==> src/rtl/bin2bcd_seq.sv <==
// Sequential binary-to-BCD converter using the shift-add-3 (double dabble) algorithm,
// one bit per clock, with overflow detection and optional leading-zero blanking.
module bin2bcd_seq #(
  parameter int BIN_W = 14,
  parameter int NDIG  = 4
) (
  input  logic                clk,
  input  logic                rst,
  input  logic                start,
  input  logic [BIN_W-1:0]    bin,
  input  logic                blank_lz,
  output logic                busy,
  output logic                done,
  output logic                ovf,
  output logic [4*NDIG-1:0]   bcd
);

  localparam int SCR_W = 4 * NDIG;
  localparam int CNT_W = $clog2(BIN_W + 1);

  function automatic logic [63:0] pow10(input int n);
    logic [63:0] p;
    p = 64'd1;
    for (int i = 0; i < n; i++) p = p * 64'd10;
    return p;
  endfunction

  localparam logic [63:0] LIMIT = pow10(NDIG);

  function automatic logic [SCR_W-1:0] add3(input logic [SCR_W-1:0] s);
    logic [SCR_W-1:0] r;
    r = s;
    for (int k = 0; k < NDIG; k++)
      if (s[4*k +: 4] >= 4'd5) r[4*k +: 4] = s[4*k +: 4] + 4'd3;
    return r;
  endfunction

  // Zero digits above the most significant nonzero digit become 4'hF; digit 0 is never blanked.
  function automatic logic [SCR_W-1:0] blank_zeros(input logic [SCR_W-1:0] s);
    logic [SCR_W-1:0] r;
    logic             seen;
    r    = s;
    seen = 1'b0;
    for (int k = NDIG - 1; k >= 1; k--) begin
      if (s[4*k +: 4] != 4'd0) seen = 1'b1;
      else if (!seen)          r[4*k +: 4] = 4'hF;
    end
    return r;
  endfunction

  typedef enum logic [0:0] {S_IDLE, S_CONV} state_t;

  state_t             r_state;
  state_t             w_state_nxt;
  logic               w_accept;
  logic               w_last;
  logic [CNT_W-1:0]   r_cnt;
  logic [SCR_W-1:0]   r_scr;
  logic [BIN_W-1:0]   r_bin_sh;
  logic               r_blank;
  logic               r_ovf_pend;
  logic               r_done;
  logic               r_ovf;
  logic [SCR_W-1:0]   r_bcd;
  logic               w_ovf_in;
  logic [SCR_W-1:0]   w_adj;
  logic [SCR_W-1:0]   w_scr_nxt;
  logic [SCR_W-1:0]   w_result;

  assign w_ovf_in = (64'(bin) >= LIMIT);

  // The carry out of the top digit falls off in the truncating cast.
  assign w_adj     = add3(r_scr);
  assign w_scr_nxt = SCR_W'({w_adj, r_bin_sh[BIN_W-1]});
  assign w_result  = r_ovf_pend ? {SCR_W{1'b1}}
                   : (r_blank ? blank_zeros(w_scr_nxt) : w_scr_nxt);

  always_comb begin
    w_state_nxt = r_state;
    w_accept    = 1'b0;
    w_last      = 1'b0;
    case (r_state)
      S_IDLE: begin
        if (start) begin
          w_accept    = 1'b1;
          w_state_nxt = S_CONV;
        end
      end
      S_CONV: begin
        if (r_cnt == CNT_W'(1)) begin
          w_last      = 1'b1;
          w_state_nxt = S_IDLE;
        end
      end
      default: w_state_nxt = S_IDLE;
    endcase
  end

  always_ff @(posedge clk) begin
    if (rst) begin
      r_state    <= S_IDLE;
      r_cnt      <= '0;
      r_scr      <= '0;
      r_bin_sh   <= '0;
      r_blank    <= 1'b0;
      r_ovf_pend <= 1'b0;
      r_done     <= 1'b0;
      r_ovf      <= 1'b0;
      r_bcd      <= '0;
    end else begin
      r_state <= w_state_nxt;
      r_done  <= 1'b0;
      if (w_accept) begin
        r_bin_sh   <= bin;
        r_blank    <= blank_lz;
        r_scr      <= '0;
        r_cnt      <= CNT_W'(BIN_W);
        r_ovf_pend <= w_ovf_in;
      end else if (r_state == S_CONV) begin
        r_scr    <= w_scr_nxt;
        r_bin_sh <= r_bin_sh << 1;
        r_cnt    <= r_cnt - CNT_W'(1);
        if (w_last) begin
          r_done <= 1'b1;
          r_ovf  <= r_ovf_pend;
          r_bcd  <= w_result;
        end
      end
    end
  end

  assign busy = (r_state == S_CONV);
  assign done = r_done;
  assign ovf  = r_ovf;
  assign bcd  = r_bcd;

endmodule

==> config.mk <==
export PLATFORM = sky130hd
export DESIGN_NAME = bin2bcd_seq
export DESIGN_NICKNAME = d
export VERILOG_FILES = /design/src/rtl/bin2bcd_seq.sv
export SDC_FILE = /design/constraint.sdc
export NUM_CORES = 1
export LEC_CHECK = 0
export CAP_MARGIN = 20
export CORE_AREA = 3 3 87 89
export CTS_CLUSTER_SIZE = 8
export DETAILED_ROUTE_END_ITERATION = 6
export DIE_AREA = 0 0 90 92
export RECOVER_POWER = 25
export SKIP_LAST_GASP = 1
export SYNTH_ARGS = -nofsm -noshare
export SYNTH_HDL_FRONTEND = slang
export SYNTH_SLANG_ARGS = --single-unit
==> constraint.sdc <==
create_clock -name clk -period 1.6 [get_ports clk]
set_input_delay 0.24 -clock clk [delete_from_list [all_inputs] [get_ports clk]]
set_output_delay 0.24 -clock clk [all_outputs]
set_load 0.005 [all_outputs]
== Yosys cells after proc, flatten, opt, wreduce, memory -nomap -nowiden ==
Cells that the tools add are included.

* Flip-flop bits (word level): 55
* Input bits: 18
* Output and inout port bits: 19

* $add $sub $neg: 5
* $lt $le $gt $ge: 5
* Equal/unequal tests: 1
* Mux-type cells: 24
* Bitwise logic cells: 2
* Reductions and logical operators: 7

{| class="wikitable"
|+ Operator list
! cell !! number
|-
| two-way mux 4 bit || 10
|-
| two-way mux 16 bit || 2
|-
| two-way mux 14 bit || 2
|-
| >= comparator 4 x 3 -> 1 bit (second input constant) || 4
|-
| >= comparator 14 bit (second input constant) || 1
|-
| adder 4 x 2 -> 4 bit (second input constant) || 3
|-
| nonzero test 4 bit || 3
|-
| two-way mux 1 bit || 8
|-
| equality test 4 x 1 -> 1 bit (second input constant) || 1
|-
| subtractor 4 x 1 -> 4 bit (second input constant) || 1
|-
| adder 3 x 2 -> 3 bit (second input constant) || 1
|-
| two-way mux 3 bit || 1
|-
| AND reduction 3 bit || 1
|-
| OR reduction 3 bit || 1
|-
| NOT 1 bit || 2
|-
| one-hot mux 1 bit (2 select lines) || 1
|-
| nonzero test 2 bit || 1
|-
| OR reduction 2 bit || 1
|}

== Logic depth before layout (Yosys ltp) ==
Gate-level depths: netlist (run 1).

* Word-level depth: 9
* Mapped depth: 8
* Gate-level depth less buffers: 7

== Worst setup path after synthesis (run 1) ==
No wires, ideal clock.

* Kind: register to register
* Start point: register r_scr[8]
* End point: register r_bcd[11] (netlist: bcd[11])
* Library setup time: 91 ps
* Arrival time: 1681 ps
* Required time: 1509 ps
* Path slack: -172 ps
* Stages on the path, launching flop included: 8
* Buffers on the path: 0
* Cell sequence: dfxtp_1 inv_1 ha_1 and2b_1 o21bai_2 and3_1 o2111ai_4 a311oi_1

* Word-level cells in the longest chain between the ends: 8
* Elaborated cells between the ends (all ways): 10
* Classes of those cells: add/sub: 1; order compare: 1; mux: 6; reduce/logical: 2

{| class="wikitable"
|+ Ends and longest elaborated chain
! element !! line !! source
|-
| from (decl) || 58 || <nowiki>logic [SCR_W-1:0] r_scr;</nowiki>
|-
| from (signal assigned) || 120 || <nowiki>r_scr <= w_scr_nxt;</nowiki>
|-
| adder 4 x 2 -> 4 bit or >= comparator 4 x 3 -> 1 bit (tied branches) || 34 || <nowiki>if (s[4*k +: 4] >= 4'd5) r[4*k +: 4] = s[4*k +: 4] + 4'd3;</nowiki>
|-
| two-way mux 4 bit * || 34 ||
|-
| nonzero test 4 bit || 45 || <nowiki>if (s[4*k +: 4] != 4'd0) seen = 1'b1;</nowiki>
|-
| two-way mux 1 bit || 45 ||
|-
| two-way mux 4 bit || 46 || <nowiki>else if (!seen) r[4*k +: 4] = 4'hF;</nowiki>
|-
| two-way mux 4 bit || 45 ||
|-
| two-way mux 16 bit * || 76 || <nowiki>: (r_blank ? blank_zeros(w_scr_nxt) : w_scr_nxt);</nowiki>
|-
| two-way mux 16 bit * || 75 || <nowiki>assign w_result = r_ovf_pend ? {SCR_W{1'b1}}</nowiki>
|-
| to (signal assigned) || 126 || <nowiki>r_bcd <= w_result;</nowiki>
|-
| to (decl) || 64 || <nowiki>logic [SCR_W-1:0] r_bcd;</nowiki>
|}

Mark *: on every way between the ends. The rest lies on a longest branch, timed or not.
A chain may end at the register's enable or synchronous reset.

== Worst setup path in the final report (run 1) ==
* Start point: register r_scr[12]
* End point: register r_bcd[8] (netlist: bcd[8])

* Word-level cells in the longest chain between the ends: 8
* Elaborated cells between the ends (all ways): 9
* Classes of those cells: add/sub: 1; order compare: 1; mux: 6; reduce/logical: 1

{| class="wikitable"
|+ Ends and longest elaborated chain
! element !! line
|-
| >= comparator 4 x 3 -> 1 bit or adder 3 x 2 -> 3 bit (tied branches) || 34
|-
| two-way mux 3 bit * || 34
|-
| nonzero test 4 bit * || 45
|-
| two-way mux 1 bit * || 45
|-
| two-way mux 4 bit * || 46
|-
| two-way mux 4 bit * || 45
|-
| two-way mux 16 bit * || 76
|-
| two-way mux 16 bit * || 75
|}

Marked as above.

==> out/results.txt, run 1 <==
Die Y: 92 um
vias: 2320
synthesis warning total: 0
Unique masters post-synth: 41
Core ar.: 0.006832 mm^2
maximum number of pins on one net before global-route repair: 40
CP required: 1.83 ns
clk root buf: clkbuf_8
Max Fclk: 568.4 MHz
# nets final: 397
largest cells by area after synthesis: dfxtp_1 (41%), mux2i_1 (9.3%), nor2_1 (8.9%)
slowest CP cell: dfxtp_4
routed wire length: 6238 um
simple-gate portion of the synthesized area: 19.68%
RSZ-0062 raised after global routing: yes
initial core utilization: 39.45%
Die W: 90 um
worst hold slack: 0.4981 ns
die area: 0.008280 mm^2
Total GRT Usage: 14.73%
first-pass GRT wire length: 10050 um
dpl ws: -0.1250 ns
post-route setup TNS: -1.271 ns
Synth async-reset ratio: 0%
Max VDD drop: 0.4200 mV
post-synthesis compound-gate area fraction: 17.87%
arrival time of the worst setup path: 1.99 ns
dpl cells: 456
share of the synthesized area in the top cell type: 40.85%
synthesis-to-finish area growth: 35.56%
Worst-path clk slew: 0.11 ns
initial antenna violation count: 0
Power Density: 768.4 mW/mm^2
post-synthesis mux area share: 10.12%
crit path max fanout: 8
Iter 0 DRT Violations: 59
CTS HTree Levels: 2
final count of hold timing violations: 0
Lkg Pwr: 1.350 nW
Buffers on Ports: 36
Final min period: 1.759 ns
cell area after synthesis: 0.002695 mm^2
Slew @ Worst Pin: 0.5290 ns
CTS tree: built
synthesized net count: 339
Seq/Total Area, Yosys: 40.85%
Final Worst Setup Slack: -0.1592 ns
Post-Synth Adder-Cell Area: 4.643%
number of flops mapped to enable cells by yosys: 0
area leader, netlist: dfxtp_1
Vias/cell: 4.979
DRC violations left: 0
Worst slew margin: 64.73%
routed wire length per instance: 13.39 um
worst skew pair latency: 0.31 ns
Bufs on Longest Clock Path: 2
Crit path largest cell delay: 0.40 ns
Top Ports: 37
total power: 2.808 mW
CTS sink cnt: 55
Hold Buf Count CTS: 0
Avg Inst Size Synth: 8.666 um^2
Final period util: 109.9%
main combinational cell family by area after synthesis: simple AND/OR/NAND/NOR gates
CP bufs+invs: 1
Max Transition Viols Final: 0
total gr overflow: 0
CP Class: reg2reg
Max Cap Viol: 0
synthesized netlist cell count: 311
layout cell share with drive strength beyond 1: 21.35%
vias in the first global route: 2167
cell row count: 30
Yosys reg bits: 55
Worst setup EP type: flop
status: finished, violations left
GPL Wtd Cong: 0.8585
Tightest Hold Check Type: reg2reg
Final HPWL DP: 4328 um
DRT antenna net count: 0
Layout Cells excl Fill: 466
diodes inserted: 0
skew final: 0.01383 ns
Setup crit start kind: flop
failing checks: setup timing
DR pass1 iterations: 4
XOR/XNOR share of the synthesized area: 1.950%
final setup fails: 12
Main synth FF type: dfxtp_1
CTS Buf Count: 5
critical-path cell list: inv_4 > ha_4 > nand2b_4 > a21o_1 > mux2i_4 > o2111ai_4 > a311oi_2
Crit path max-delay family: compound AO/OA/AOI/OAI gates
## report_power, final
group | switching (mW) | internal (mW) | leakage (nW)
Combinational | 0.247 | 0.263 | 0.851
Sequential | 0.0508 | 1.43 | 0.452
Clock | 0.465 | 0.355 | 0.0474
Total | 0.763 | 2.04 | 1.35
## layout make-up
| class | count | area [um^2] |
|---|---|---|
| Tap cell | 96 | 120.1 |
| Clock inverter | 2 | 16.27 |
| Inverter | 11 | 46.29 |
| Sequential cell | 55 | 1116 |
| Multi-Input combinational cell | 226 | 1645 |
| Clock buffer | 6 | 82.58 |
| Fill cell | 654 | 3178 |
| Timing Repair Buffer | 70 | 626.9 |
## routing by layer
| layer | track usage (%) | vias to the layer above | routed length (um) |
|---|---|---|---|
| li1 | - | 1203 | - |
| met1 | 19.68 | 1064 | 2994 |
| met2 | 23.83 | 46 | 2860 |
| met3 | 3.445 | 7 | 321 |
| met4 | 4.082 | 0 | 63 |
| met5 | 0 | - | 0 |
## cell families after synthesis
kind of cell    count (synthesis)
buf+inv                        30
flops                          55
fa+ha+maj                      10
simple gates                  113
compound gates                 71
xor+xnor                        6
mux                            26
## worst register-to-register path, cell delays in order (launching register included)
cell and delay (ns):
dfxtp_4 0.40, inv_4 0.05, ha_4 0.17, nand2b_4 0.06, a21o_1 0.18, mux2i_4 0.33
o2111ai_4 0.24, a311oi_2 0.26
## sequential cells by signal, indices dropped and copies added, names as in the netlist
signal / flops
bcd: 16
busy: 1
done: 1
ovf: 1
r_bin_sh: 14
r_blank: 1
r_cnt: 4
r_ovf_pend: 1
r_scr: 16
## layout by cell type (no fill, tap or decap), types with 3 or more instances in the layout
cell / count
a211o_1: 3
a211oi_1: 10
a21oi_1: 23
a311oi_1: 6
buf_4: 26
buf_6: 3
clkbuf_8: 6
clkdlybuf4s50_1: 34
dfxtp_1: 47
dfxtp_2: 6
ha_1: 6
ha_4: 3
inv_1: 6
inv_2: 3
mux2i_1: 25
nand2_1: 7
nand2b_1: 6
nand3_1: 5
nor2_1: 64
nor2b_1: 5
nor3_1: 8
nor3b_1: 3
o21ai_0: 10
xnor2_1: 4
## worst paths after layout
| kind | from | cells after the start | end | slack [ns] |
|---|---|---|---|---|
| max | r_scr[12] | 7 | bcd[8] | -0.16 |
| min | r_bin_sh[9] | 2 | r_bin_sh[10] | 0.50 |
| max reg2reg | r_scr[12] | 7 | bcd[8] | -0.16 |
| min reg2reg | r_bin_sh[9] | 2 | r_bin_sh[10] | 0.50 |
## cells in the mapped netlist, drive strengths merged, types with 6 or more instances
| cell type | instances |
|---|---|
| a211oi | 11 |
| a21oi | 25 |
| a311oi | 8 |
| buf | 8 |
| clkbuf | 11 |
| dfxtp | 55 |
| ha | 10 |
| inv | 11 |
| mux2i | 26 |
| nand2 | 7 |
| nand2b | 8 |
| nor2 | 64 |
| nor3 | 8 |
| o21ai | 13 |
| xnor2 | 6 |
## repair_timing
item	4_1_cts	5_1_grt
resized for setup	7	32
setup buffers	1	1
setup endpoints to repair	14	24
pin swaps	3	7
## per-stage QoR
stage	cell area [um^2]	util (%)
after CTS	3523	51.58
after floorplan	2734	-
after detailed placement	3381	49.49
after global placement	3381	49.49
final	3654	53.48
after global routing	3654	53.48
(Power assumes the default switching activity.)
==> run 2: changes to the inputs <==
- clock period: 1.6 -> 2.2 ns (I/O delays scaled with it)
==> run 2 against run 1 <==
  * Largest cell class unchanged
  * Largest power group unchanged
  * Sequential share of layout area grew 3.3 points
  * Utilization shrank 5.8 points
  * Sequential power shrank 27%
  * The flow now finishes without violations
==> out/results.txt, run 2 (synthesis results as in run 1) <==
final count of hold timing violations: 0
most frequent cells in the layout: nor2_1 (64), dfxtp_1 (54), clkdlybuf4s50_1 (36), mux2i_1 (25), a21oi_1 (25)
Die Y: 92 um
Tightest Hold Check Type: reg2reg
skew final: 0.006866 ns
Core ar.: 0.006832 mm^2
diodes inserted: 0
critical-path cell list: clkdlybuf4s50_1 > clkbuf_1 > mux2i_1 > nor2_1 > a21oi_1 > nor2_1
Max Fclk: 498.5 MHz
Power Density: 608.9 mW/mm^2
GPL Wtd Cong: 0.7812
Buffers on Ports: 36
CTS Buf Count: 5
die area: 0.008280 mm^2
CP Class: in2reg
cell area after layout: 0.003254 mm^2
status: finished clean
final core area utilization: 47.64%
Crit path largest cell delay: 0.86 ns
Vias/cell: 5.041
crit path max fanout: 18
Slew @ Worst Pin: 1.156 ns
Worst Hold Path EP: r_scr[15]
maximum number of pins on one net before global-route repair: 40
total power: 1.982 mW
R2R depth: 7
Clock power frac: 30.7%
# nets final: 371
Layout Cells excl Fill: 440
Critical Path Most Common Cell: nor2_1
NetSw: 511.1 uW
CTS tree: built
commonest non-fill, non-tap cell in the layout: nor2_1
Worst slew margin: 22.95%
Final HPWL DP: 4069 um
Top Ports: 37
Setup crit start kind: input port
dpl ws: 0.2438 ns
CTS sink cnt: 55
Worst setup EP type: flop
dpl cells: 432
post-CTS setup buffer count: 0
arrival time of the worst setup path: 2.20 ns
synthesis-to-finish area growth: 20.75%
layout cell share with drive strength beyond 1: 5.814%
GR Layer Usage met2: 21.53%
Comb pwr share: 14.8%
Die W: 90 um
final setup fails: 0
Post-CTS Resized: 0
Max Cap Viol: 0
DRC violations left: 0
r2r setup slk: 0.20 ns
initial antenna violation count: 0
CP required: 2.39 ns
post-route setup TNS: 0 ns
cell row count: 30
initial core utilization: 39.45%
Hold Path Depth: 2
Hold Path Origin: r_scr[15]
internal power: 1.471 mW
clk root buf: clkbuf_8
Worst Setup SP: start
Max Transition Viols Final: 0
worst hold slack: 0.4957 ns
total gr overflow: 0
busiest layer in global routing: met2
worst skew pair latency: 0.31 ns
met1 Use GR: 19.30%
Final Worst Setup Slack: 0.1939 ns
DR pass1 iterations: 4
Lkg Pwr: 1.176 nW
CTS HTree Levels: 2
Hold Buf Count CTS: 0
Reg2Reg Capture Point: bcd[12]
routed wire length: 5720 um
Area after DPL: 0.003162 mm^2
Final period util: 91.19%
Worst-path clk slew: 0.09 ns
switching share of power: 25.79%
slowest CP cell: clkbuf_1
Worst R2R Start: r_scr[8]
RSZ-0062 raised after global routing: no
DRT antenna net count: 0
Max VDD drop: 0.4468 mV
first-pass GRT wire length: 9446 um
Bufs on Longest Clock Path: 2
vias: 2218
routed wire length per instance: 13.00 um
sequential share of power: 54.5%
GRT met3 Usage: 2.625%
vias in the first global route: 1992
fillers: 701
Total GRT Usage: 13.79%
Final min period: 2.006 ns
Iter 0 DRT Violations: 79
## run 2: changes by cell type in the layout (fill, tap and decap cells not counted), moves of 3 or more
cell,change
buf_6,-3
inv_2,-3
inv_1,+5
dfxtp_1,+7
ha_1,+4
buf_4,-20
ha_4,-3
dfxtp_2,-5
## run 2: metal layers
| layer | share of wire (%) | wire length (um) |
|---|---|---|
| met5 | 0 | 0 |
| met4 | 1.2 | 67 |
| met3 | 4.1 | 234 |
| met2 | 43 | 2470 |
| met1 | 52 | 2947 |
## run 2: worst max-delay path: cells and delay by family
kind	cells	cell delay, ns
buf+inv	2	1.35
mux	1	0.27
compound gates	1	0.13
simple gates	2	0.11
## run 2: area by class of cell
type | instances | area [um^2] | area share [%]
clock buffer | 8 | 100.1 | 3.076
inverter | 11 | 41.29 | 1.269
multi-input combinational | 226 | 1478 | 45.41
sequential | 55 | 1102 | 33.87
tap | 96 | 120.1 | 3.691
timing repair buffer | 44 | 412.9 | 12.69
## run 2: power by group through the flow
stage	logic (mW)	clock network, mW	registers (mW)
2_1_floorplan	0.210	0	1.09
3_3_place_gp	0.292	0	1.10
3_5_place_dp	0.295	0	1.10
4_1_cts	0.297	0.630	1.08
5_1_grt	0.328	0.660	1.09
6_report	0.293	0.608	1.08
## run 2: how the worst max path moves through the flow
stage	end	slack, ns	cells after the start
6_report	r_bin_sh[7]	0.19	6
4_1_cts	bcd[8]	0.21	7
3_3_place_gp	bcd[11]	0.29	7
3_5_place_dp	bcd[8]	0.24	7
2_1_floorplan	bcd[11]	0.43	7
5_1_grt	bcd[12]	0.008	7
==> run 3: changes to the inputs <==
- CAP_MARGIN: 20 -> 15
- TNS_END_PERCENT: not set -> 10
==> results of run 3 <==
Same layout as run 2: the final DEF is identical, and so are final timing and power.
